$ cat config.mk
export PLATFORM = sky130hd
export DESIGN_NAME = cpu_mem_responder
export DESIGN_NICKNAME = d
export VERILOG_FILES = /design/src/rtl/cpu_bus_pkg.sv /design/src/rtl/bus_wait_counter.sv /design/src/rtl/cpu_mem_responder.sv
export SDC_FILE = /design/constraint.sdc
export NUM_CORES = 1
export LEC_CHECK = 0
export CORE_MARGIN = 2
export CORE_UTILIZATION = 37
export CTS_CLUSTER_DIAMETER = 100
export CTS_CLUSTER_SIZE = 30
export DETAILED_ROUTE_END_ITERATION = 8
export PLACE_DENSITY_LB_ADDON = 0.1
export SYNTH_ARGS = -nofsm -noshare
export SYNTH_HDL_FRONTEND = slang
export SYNTH_HIERARCHICAL = 1
export SYNTH_SLANG_ARGS = --single-unit
$ cat constraint.sdc
create_clock -name clk -period 5.56 [get_ports clk]
set_clock_uncertainty 0.1 [all_clocks]
set_input_delay 1.668 -clock clk [delete_from_list [all_inputs] [get_ports clk]]
set_output_delay 1.668 -clock clk [all_outputs]
set_load 0.03 [all_outputs]
$ cat src/rtl/cpu_bus_pkg.sv
// Shared types for the CPU memory responder: FSM states, latched request record, write-enable idle value.
package cpu_bus_pkg;

  typedef enum logic [1:0] {
    IDLE   = 2'd0,
    DM_ACC = 2'd1,
    IM_ACC = 2'd2,
    RESP   = 2'd3
  } bus_state_t;

  typedef enum logic [1:0] {
    REQ_NONE  = 2'd0,
    REQ_READ  = 2'd1,
    REQ_WRITE = 2'd2
  } req_kind_t;

  localparam logic [3:0] WEB_NONE = 4'hF;
  localparam int         WAIT_W   = 4;

  typedef struct packed {
    req_kind_t   kind;
    logic [31:0] addr;
    logic [31:0] data;
    logic [3:0]  web;
  } req_t;

  // A store wins over a load when both strobes are raised together.
  function automatic req_kind_t dm_kind(input logic rd, input logic wr);
    if (wr)      return REQ_WRITE;
    else if (rd) return REQ_READ;
    else         return REQ_NONE;
  endfunction

endpackage

$ cat src/rtl/bus_wait_counter.sv
// Load/decrement down-counter timing one SRAM access; zero marks the final access cycle.
// Loading takes priority over decrementing; the count holds at zero.
module bus_wait_counter
  import cpu_bus_pkg::*;
#(
  parameter int W = WAIT_W
) (
  input  logic         clk,
  input  logic         rst,
  input  logic         load,
  input  logic         dec,
  input  logic [W-1:0] load_val,
  output logic         zero
);

  logic [W-1:0] cnt;

  always_ff @(posedge clk or posedge rst) begin
    if (rst) begin
      cnt <= '0;
    end else if (load) begin
      cnt <= load_val;
    end else if (dec && (cnt != '0)) begin
      cnt <= cnt - 1'b1;
    end
  end

  assign zero = (cnt == '0);

endmodule

$ cat src/rtl/cpu_mem_responder.sv
// Serves CPU fetch and data requests from one single-ported SRAM, DM before IM, WAIT_CYCLES+1 cycles each,
// freezing the CPU via bus_stall. Optional perf counters under `BUS_PERF_CNT_EN.
module cpu_mem_responder
  import cpu_bus_pkg::*;
#(
  parameter int ADDR_W      = 14,
  parameter int WAIT_CYCLES = 1
) (
  input  logic              clk,
  input  logic              rst,
  input  logic              im_read_mem,
  input  logic [31:0]       im_addr,
  input  logic              dm_read_mem,
  input  logic              dm_write_mem,
  input  logic [3:0]        dm_web,
  input  logic [31:0]       dm_addr,
  input  logic [31:0]       dm_datain,
  output logic [31:0]       im_dataout,
  output logic [31:0]       dm_dataout,
  output logic              bus_stall,
  output logic              sram_cs,
  output logic              sram_oe,
  output logic [3:0]        sram_web,
  output logic [ADDR_W-1:0] sram_a,
  output logic [31:0]       sram_di,
  input  logic [31:0]       sram_do,
  output logic [31:0]       perf_stall_cnt,
  output logic [31:0]       perf_acc_cnt
);

  localparam logic [WAIT_W-1:0] WAIT_LD = WAIT_W'(WAIT_CYCLES);

  bus_state_t state, state_nxt;
  req_t       dm_req, im_req;
  logic       any_req, dm_any;
  logic       latch_req;
  logic       cnt_load, cnt_dec, cnt_zero;
  logic       acc_done;
  logic       unused_bits;

  assign dm_any  = dm_read_mem | dm_write_mem;
  assign any_req = dm_any | im_read_mem;

  bus_wait_counter #(.W(WAIT_W)) u_wait (
    .clk      (clk),
    .rst      (rst),
    .load     (cnt_load),
    .dec      (cnt_dec),
    .load_val (WAIT_LD),
    .zero     (cnt_zero)
  );

  always_ff @(posedge clk or posedge rst) begin
    if (rst) begin
      state <= IDLE;
    end else begin
      state <= state_nxt;
    end
  end

  always_comb begin
    state_nxt = state;
    bus_stall = 1'b0;
    sram_cs   = 1'b0;
    sram_oe   = 1'b0;
    sram_web  = WEB_NONE;
    sram_a    = '0;
    sram_di   = '0;
    cnt_load  = 1'b0;
    cnt_dec   = 1'b0;
    latch_req = 1'b0;
    acc_done  = 1'b0;
    case (state)
      IDLE: begin
        if (any_req) begin
          bus_stall = 1'b1;
          latch_req = 1'b1;
          cnt_load  = 1'b1;
          state_nxt = dm_any ? DM_ACC : IM_ACC;
        end
      end
      DM_ACC: begin
        bus_stall = 1'b1;
        sram_cs   = 1'b1;
        sram_a    = dm_req.addr[ADDR_W+1:2];
        if (dm_req.kind == REQ_WRITE) begin
          sram_di = dm_req.data;
          // Byte enables only in the final cycle so a mid-access abort never commits.
          if (cnt_zero) sram_web = dm_req.web;
        end else begin
          sram_oe = 1'b1;
        end
        if (cnt_zero) begin
          acc_done = 1'b1;
          if (im_req.kind != REQ_NONE) begin
            cnt_load  = 1'b1;
            state_nxt = IM_ACC;
          end else begin
            state_nxt = RESP;
          end
        end else begin
          cnt_dec = 1'b1;
        end
      end
      IM_ACC: begin
        bus_stall = 1'b1;
        sram_cs   = 1'b1;
        sram_oe   = 1'b1;
        sram_a    = im_req.addr[ADDR_W+1:2];
        if (cnt_zero) begin
          acc_done  = 1'b1;
          state_nxt = RESP;
        end else begin
          cnt_dec = 1'b1;
        end
      end
      RESP: begin
        state_nxt = IDLE;
      end
      default: begin
        state_nxt = IDLE;
      end
    endcase
    if (rst) begin
      bus_stall = 1'b0;
      sram_web  = WEB_NONE;
    end
  end

  always_ff @(posedge clk or posedge rst) begin
    if (rst) begin
      dm_req <= '{kind: REQ_NONE, addr: '0, data: '0, web: WEB_NONE};
      im_req <= '{kind: REQ_NONE, addr: '0, data: '0, web: WEB_NONE};
    end else if (latch_req) begin
      dm_req <= '{kind: dm_kind(dm_read_mem, dm_write_mem), addr: dm_addr,
                  data: dm_datain, web: dm_web};
      im_req <= '{kind: (im_read_mem ? REQ_READ : REQ_NONE), addr: im_addr,
                  data: '0, web: WEB_NONE};
    end
  end

  always_ff @(posedge clk or posedge rst) begin
    if (rst) begin
      dm_dataout <= '0;
      im_dataout <= '0;
    end else begin
      if ((state == DM_ACC) && cnt_zero && (dm_req.kind == REQ_READ)) begin
        dm_dataout <= sram_do;
      end
      if ((state == IM_ACC) && cnt_zero) begin
        im_dataout <= sram_do;
      end
    end
  end

  // Byte-offset and out-of-range address bits are deliberately dropped.
  assign unused_bits = ^{dm_req.addr[31:ADDR_W+2], dm_req.addr[1:0],
                         im_req.addr[31:ADDR_W+2], im_req.addr[1:0],
                         im_req.data, im_req.web};

`ifdef BUS_PERF_CNT_EN
  always_ff @(posedge clk or posedge rst) begin
    if (rst) begin
      perf_stall_cnt <= '0;
      perf_acc_cnt   <= '0;
    end else begin
      if (bus_stall && (perf_stall_cnt != 32'hFFFF_FFFF)) begin
        perf_stall_cnt <= perf_stall_cnt + 32'd1;
      end
      if (acc_done && (perf_acc_cnt != 32'hFFFF_FFFF)) begin
        perf_acc_cnt <= perf_acc_cnt + 32'd1;
      end
    end
  end
`else
  logic unused_acc_done;
  assign unused_acc_done = acc_done;
  assign perf_stall_cnt  = 32'd0;
  assign perf_acc_cnt    = 32'd0;
`endif

endmodule
==> results <==
- The number of top-level pins is 318.
- For the worst-skew pair, the clock arrives at the later sink with an insertion delay of 410 ps.
- The top layer used by detailed routing is met4.
- The number of clock buffers added by TritonCTS is 17.
- In this run, synthesis inferred 0 flip-flops with an integrated enable.
- The clock period could shrink to about 5100 ps.
- The CTS tree is built.
- The number of antenna violations at the first check in global routing is 0.
- The count of buffers added on input and output ports is 217.
- Entering global routing, the biggest net connects 73 pins.
- The total of hold buffers inserted after clock tree synthesis is 0.
- Setup violations remaining at the end of the flow were counted as 0.
- The synthesized flop and latch total is approximately 140.
- Static timing analysis puts the maximum clock frequency at between 150 and 200 MHz.
- The worst setup path is captured at an output port.
- For this design the ratio of total power to cell area is approximately 640 nW/um2.
- The sum of net half-perimeters after detailed placement is around 10000 um.
- The count of different cell masters after synthesis is 40.
- The maximum fanout along the worst path is 4.
- The area of the mapped netlist is 6301 um2.
- The number of maximum-capacitance constraint violations is 0.
- The via count of the first global-routing pass is between 4000 and 5000.
- The flow ran to the end, and the final reports show no timing, DRC or antenna violations.
- The required time reported for the critical path endpoint is around 3800 ps.
- The part of the cycle the worst path needs is 0.9157.
- The area enclosed by the die boundary is ~18000 um2.
- The horizontal extent of the die is approximately 130 um.
- Once layout is complete, the utilization of the core stands at 0.5451.
- The synthesis-to-finish area growth is 43.96%.
- The worst register-to-register path begins at state[1].
- For the worst setup path, the data arrival time is between 3000 and 4000 ps.
- The standard cell core area is approximately 17000 um2.
- The root cell of the clock tree is sky130_fd_sc_hd__clkbuf_16.
- The path type of the worst min-delay path is flop to flop.
- The maximum VDD drop is 0.0004170 V.
- The fraction of registers with async set or reset after synthesis is 1.000.
- The total number of clock tree sinks is 137.
- The slack of the worst reg-to-reg path is approximately 2900 ps.
- The post-CTS resize count is 0.
- For the worst flop-to-flop path, the logic depth is 7.
- By area the synthesized netlist is led by sky130_fd_sc_hd__dfrtp_1, sky130_fd_sc_hd__mux2_2, sky130_fd_sc_hd__buf_4.
- The average cell area after synthesis is around 13 um2.
- In the post-synthesis netlist, the cell with the most instances is sky130_fd_sc_hd__dfrtp_1.
- The area of combinational cells with multiple inputs is between 2000 and 2500 um2.
- The total area of sequential cells is roughly 3400 um2.
- The total grt overflow is 0.
- The number of buffers inserted to repair setup after CTS is 0.
- By startpoint and endpoint, the worst setup path is classified as primary input to output port.
- Adding up every negative setup slack in the final design gives 0 ps.
- In the routed design, unresolved DRC markers number 0.
- After filler insertion, the fill cell instance count of the layout stands at between 1000 and 1500.
- The startpoint identified for the worst hold timing path is dm_req[35].
- Wire segments on met2 add up to 7203 um in the final route.
- The first global-routing pass estimated between 20000 and 25000 um of wire.
- The initial utilization of the core area, before any placement, comes to 0.3786.
- Of the synthesized area, sequential elements account for 0.5449.
- At the end of the flow, the number of nets in the layout was about 840.
- Total power for the finished layout comes to 5.794 mW.
- Ranked by instance count, the synthesized netlist is headed by sky130_fd_sc_hd__dfrtp_1, sky130_fd_sc_hd__mux2_2, sky130_fd_sc_hd__buf_4.
- The critical path launch point type is a primary input.
- The detailed-router iteration count before antenna repair is 4.
- The total via count in the routed design is about 4200.
- The post-synthesis cell count is 478.
- The routed length per placed instance is 15.87 um.
- The relative slew slack is 0.4061.
- In this run, the number of DRC markers left after iteration 0 of detailed routing was ~160.
- In the global route stage, overall resource usage came out at 0.1680.
- The maximum clock insertion buffer count is 2.
- Summed over all cells, the static leakage comes to a little under 4 nW.
- The most used flip-flop cell after synthesis is sky130_fd_sc_hd__dfrtp_1.
- The number of slew-limit violations in the final report is 0.
- The site row count is 47.
- The vertical extent of the die is 134.5 um.
- The number of cells on the worst hold path is 1.
- In this run the cell area measured after placement is 8454 um2.
- Dividing the detail-routed via count by the number of cells gives roughly 4.5.
- The transition time at the pin with the least slew margin is 890.9 ps.
- Wires add up to between 10000 and 15000 um.
- The detail route stage leaves a number of antenna-violating nets equal to 0.
- The final RePlAce weighted congestion is between 0.7 and 0.8.
- In this run the number of H-tree levels came out at 4.
- The share of synthesized area in the top cell type comes to 0.5282.
- Setup repair after global routing left no endpoint under its margin.
- The clock-pin transition on the worst setup and hold timing paths is 60 ps.
- In this run the critical register-to-register path is captured at u_wait/cnt[3].
- The count of warnings emitted by yosys is 6.
- The number of hold violations in the final report is 0.
- Of the cells placed in the final design, the portion with a size suffix greater than 1 is 0.2496.
- The largest total area in the synthesized netlist belongs to sky130_fd_sc_hd__dfrtp_1.
- The diode insertion count for antenna repair is 0.
- The sum of met3 wire segment lengths after detailed routing is about 1600 um.
- The finished layout cell area is about 9100 um2.
- The wire length the detailed router placed on met1 is approximately 5700 um.
- The end point of the most critical hold path is dm_req[35].
-- logic make-up (layout without fill, tap and decap cells) --
kind of cell    Yosys count  in the layout  synth area share
buf+inv                  96            265            0.1023
fa+ha+maj                 5              5          0.009929
other cells               2             68          0.001192
flops                   137            137            0.5449
simple gates             77             77           0.06930
mux                     130            130            0.2351
compound gates           31             31           0.03733
-- final cells by class --
type | instances | share of cell area
Timing Repair Buffer | 224 | 0.2463
Clock inverter | 12 | 0.01807
Clock buffer | 19 | 0.04993
Tap cell | 220 | 0.03034
Multi-Input combinational cell | 311 | 0.2724
Inverter | 10 | 0.004414
Sequential cell | 137 | 0.3785
-- state kept, by name, summed over array words and instances (netlist names) --
register,count
dm_req,52
dm_dataout,32
u_wait/cnt,4
im_dataout,32
state,2
im_req,15
-- placed cells by master, fill, tap and decap left out, types with 2 or more instances in the layout --
cell	n
sky130_fd_sc_hd__clkdlybuf4s50_1	216
sky130_fd_sc_hd__dfrtp_1	133
sky130_fd_sc_hd__mux2_2	124
sky130_fd_sc_hd__conb_1	68
sky130_fd_sc_hd__and2_1	32
sky130_fd_sc_hd__nor2_1	18
sky130_fd_sc_hd__clkbuf_16	17
sky130_fd_sc_hd__a22oi_1	14
sky130_fd_sc_hd__nand2_1	10
sky130_fd_sc_hd__inv_1	8
sky130_fd_sc_hd__buf_4	7
sky130_fd_sc_hd__nand2b_1	6
sky130_fd_sc_hd__mux2_4	5
sky130_fd_sc_hd__ha_1	5
sky130_fd_sc_hd__a21oi_1	4
sky130_fd_sc_hd__inv_6	4
sky130_fd_sc_hd__dfstp_2	4
sky130_fd_sc_hd__bufinv_16	3
sky130_fd_sc_hd__clkinv_4	3
sky130_fd_sc_hd__nor3_1	2
sky130_fd_sc_hd__o21ai_0	2
sky130_fd_sc_hd__o32ai_1	2
sky130_fd_sc_hd__clkbuf_8	2
sky130_fd_sc_hd__o21ai_1	2
-- report_power, final --
group / internal [mW] / switching (mW)
logic: 1.33 / 1.52
registers: 1.53 / 0.249
clock network: 0.734 / 0.436
-- worst max-delay path: stages --
cell and delay (ps):
sky130_fd_sc_hd__clkdlybuf4s50_1 630, sky130_fd_sc_hd__nor3_1 100, sky130_fd_sc_hd__buf_4 160, sky130_fd_sc_hd__nand2b_1 60, sky130_fd_sc_hd__clkdlybuf4s50_1 700
-- per-stage QoR --
step                cells  hold slack [ps]  setup slack (ps)
floorplan             544            363.0             244.2
global placement      902            378.2             467.1
detailed placement    902            384.7             455.9
CTS                   933            397.9             435.1
global route          933            409.3             410.8
finish                933            394.5             468.7
-- routing by layer --
layer	up-vias	global-route usage
li1	1950	-
met1	2081	0.1879
met2	179	0.2721
met3	21	0.09197
met4	0	0.05906
met5	-	0
-- worst max-delay path by stage --
| stage | startpoint | endpoint | cells past startpoint |
|---|---|---|---|
| finish | rst | sram_web[3] | 5 |
| global route | rst | sram_web[3] | 5 |
| CTS | rst | sram_web[3] | 5 |
| detailed placement | rst | sram_web[3] | 5 |
| global placement | rst | sram_web[3] | 5 |
| floorplan | rst | dm_dataout[0] | 1 |
(Power assumes the default switching activity.)
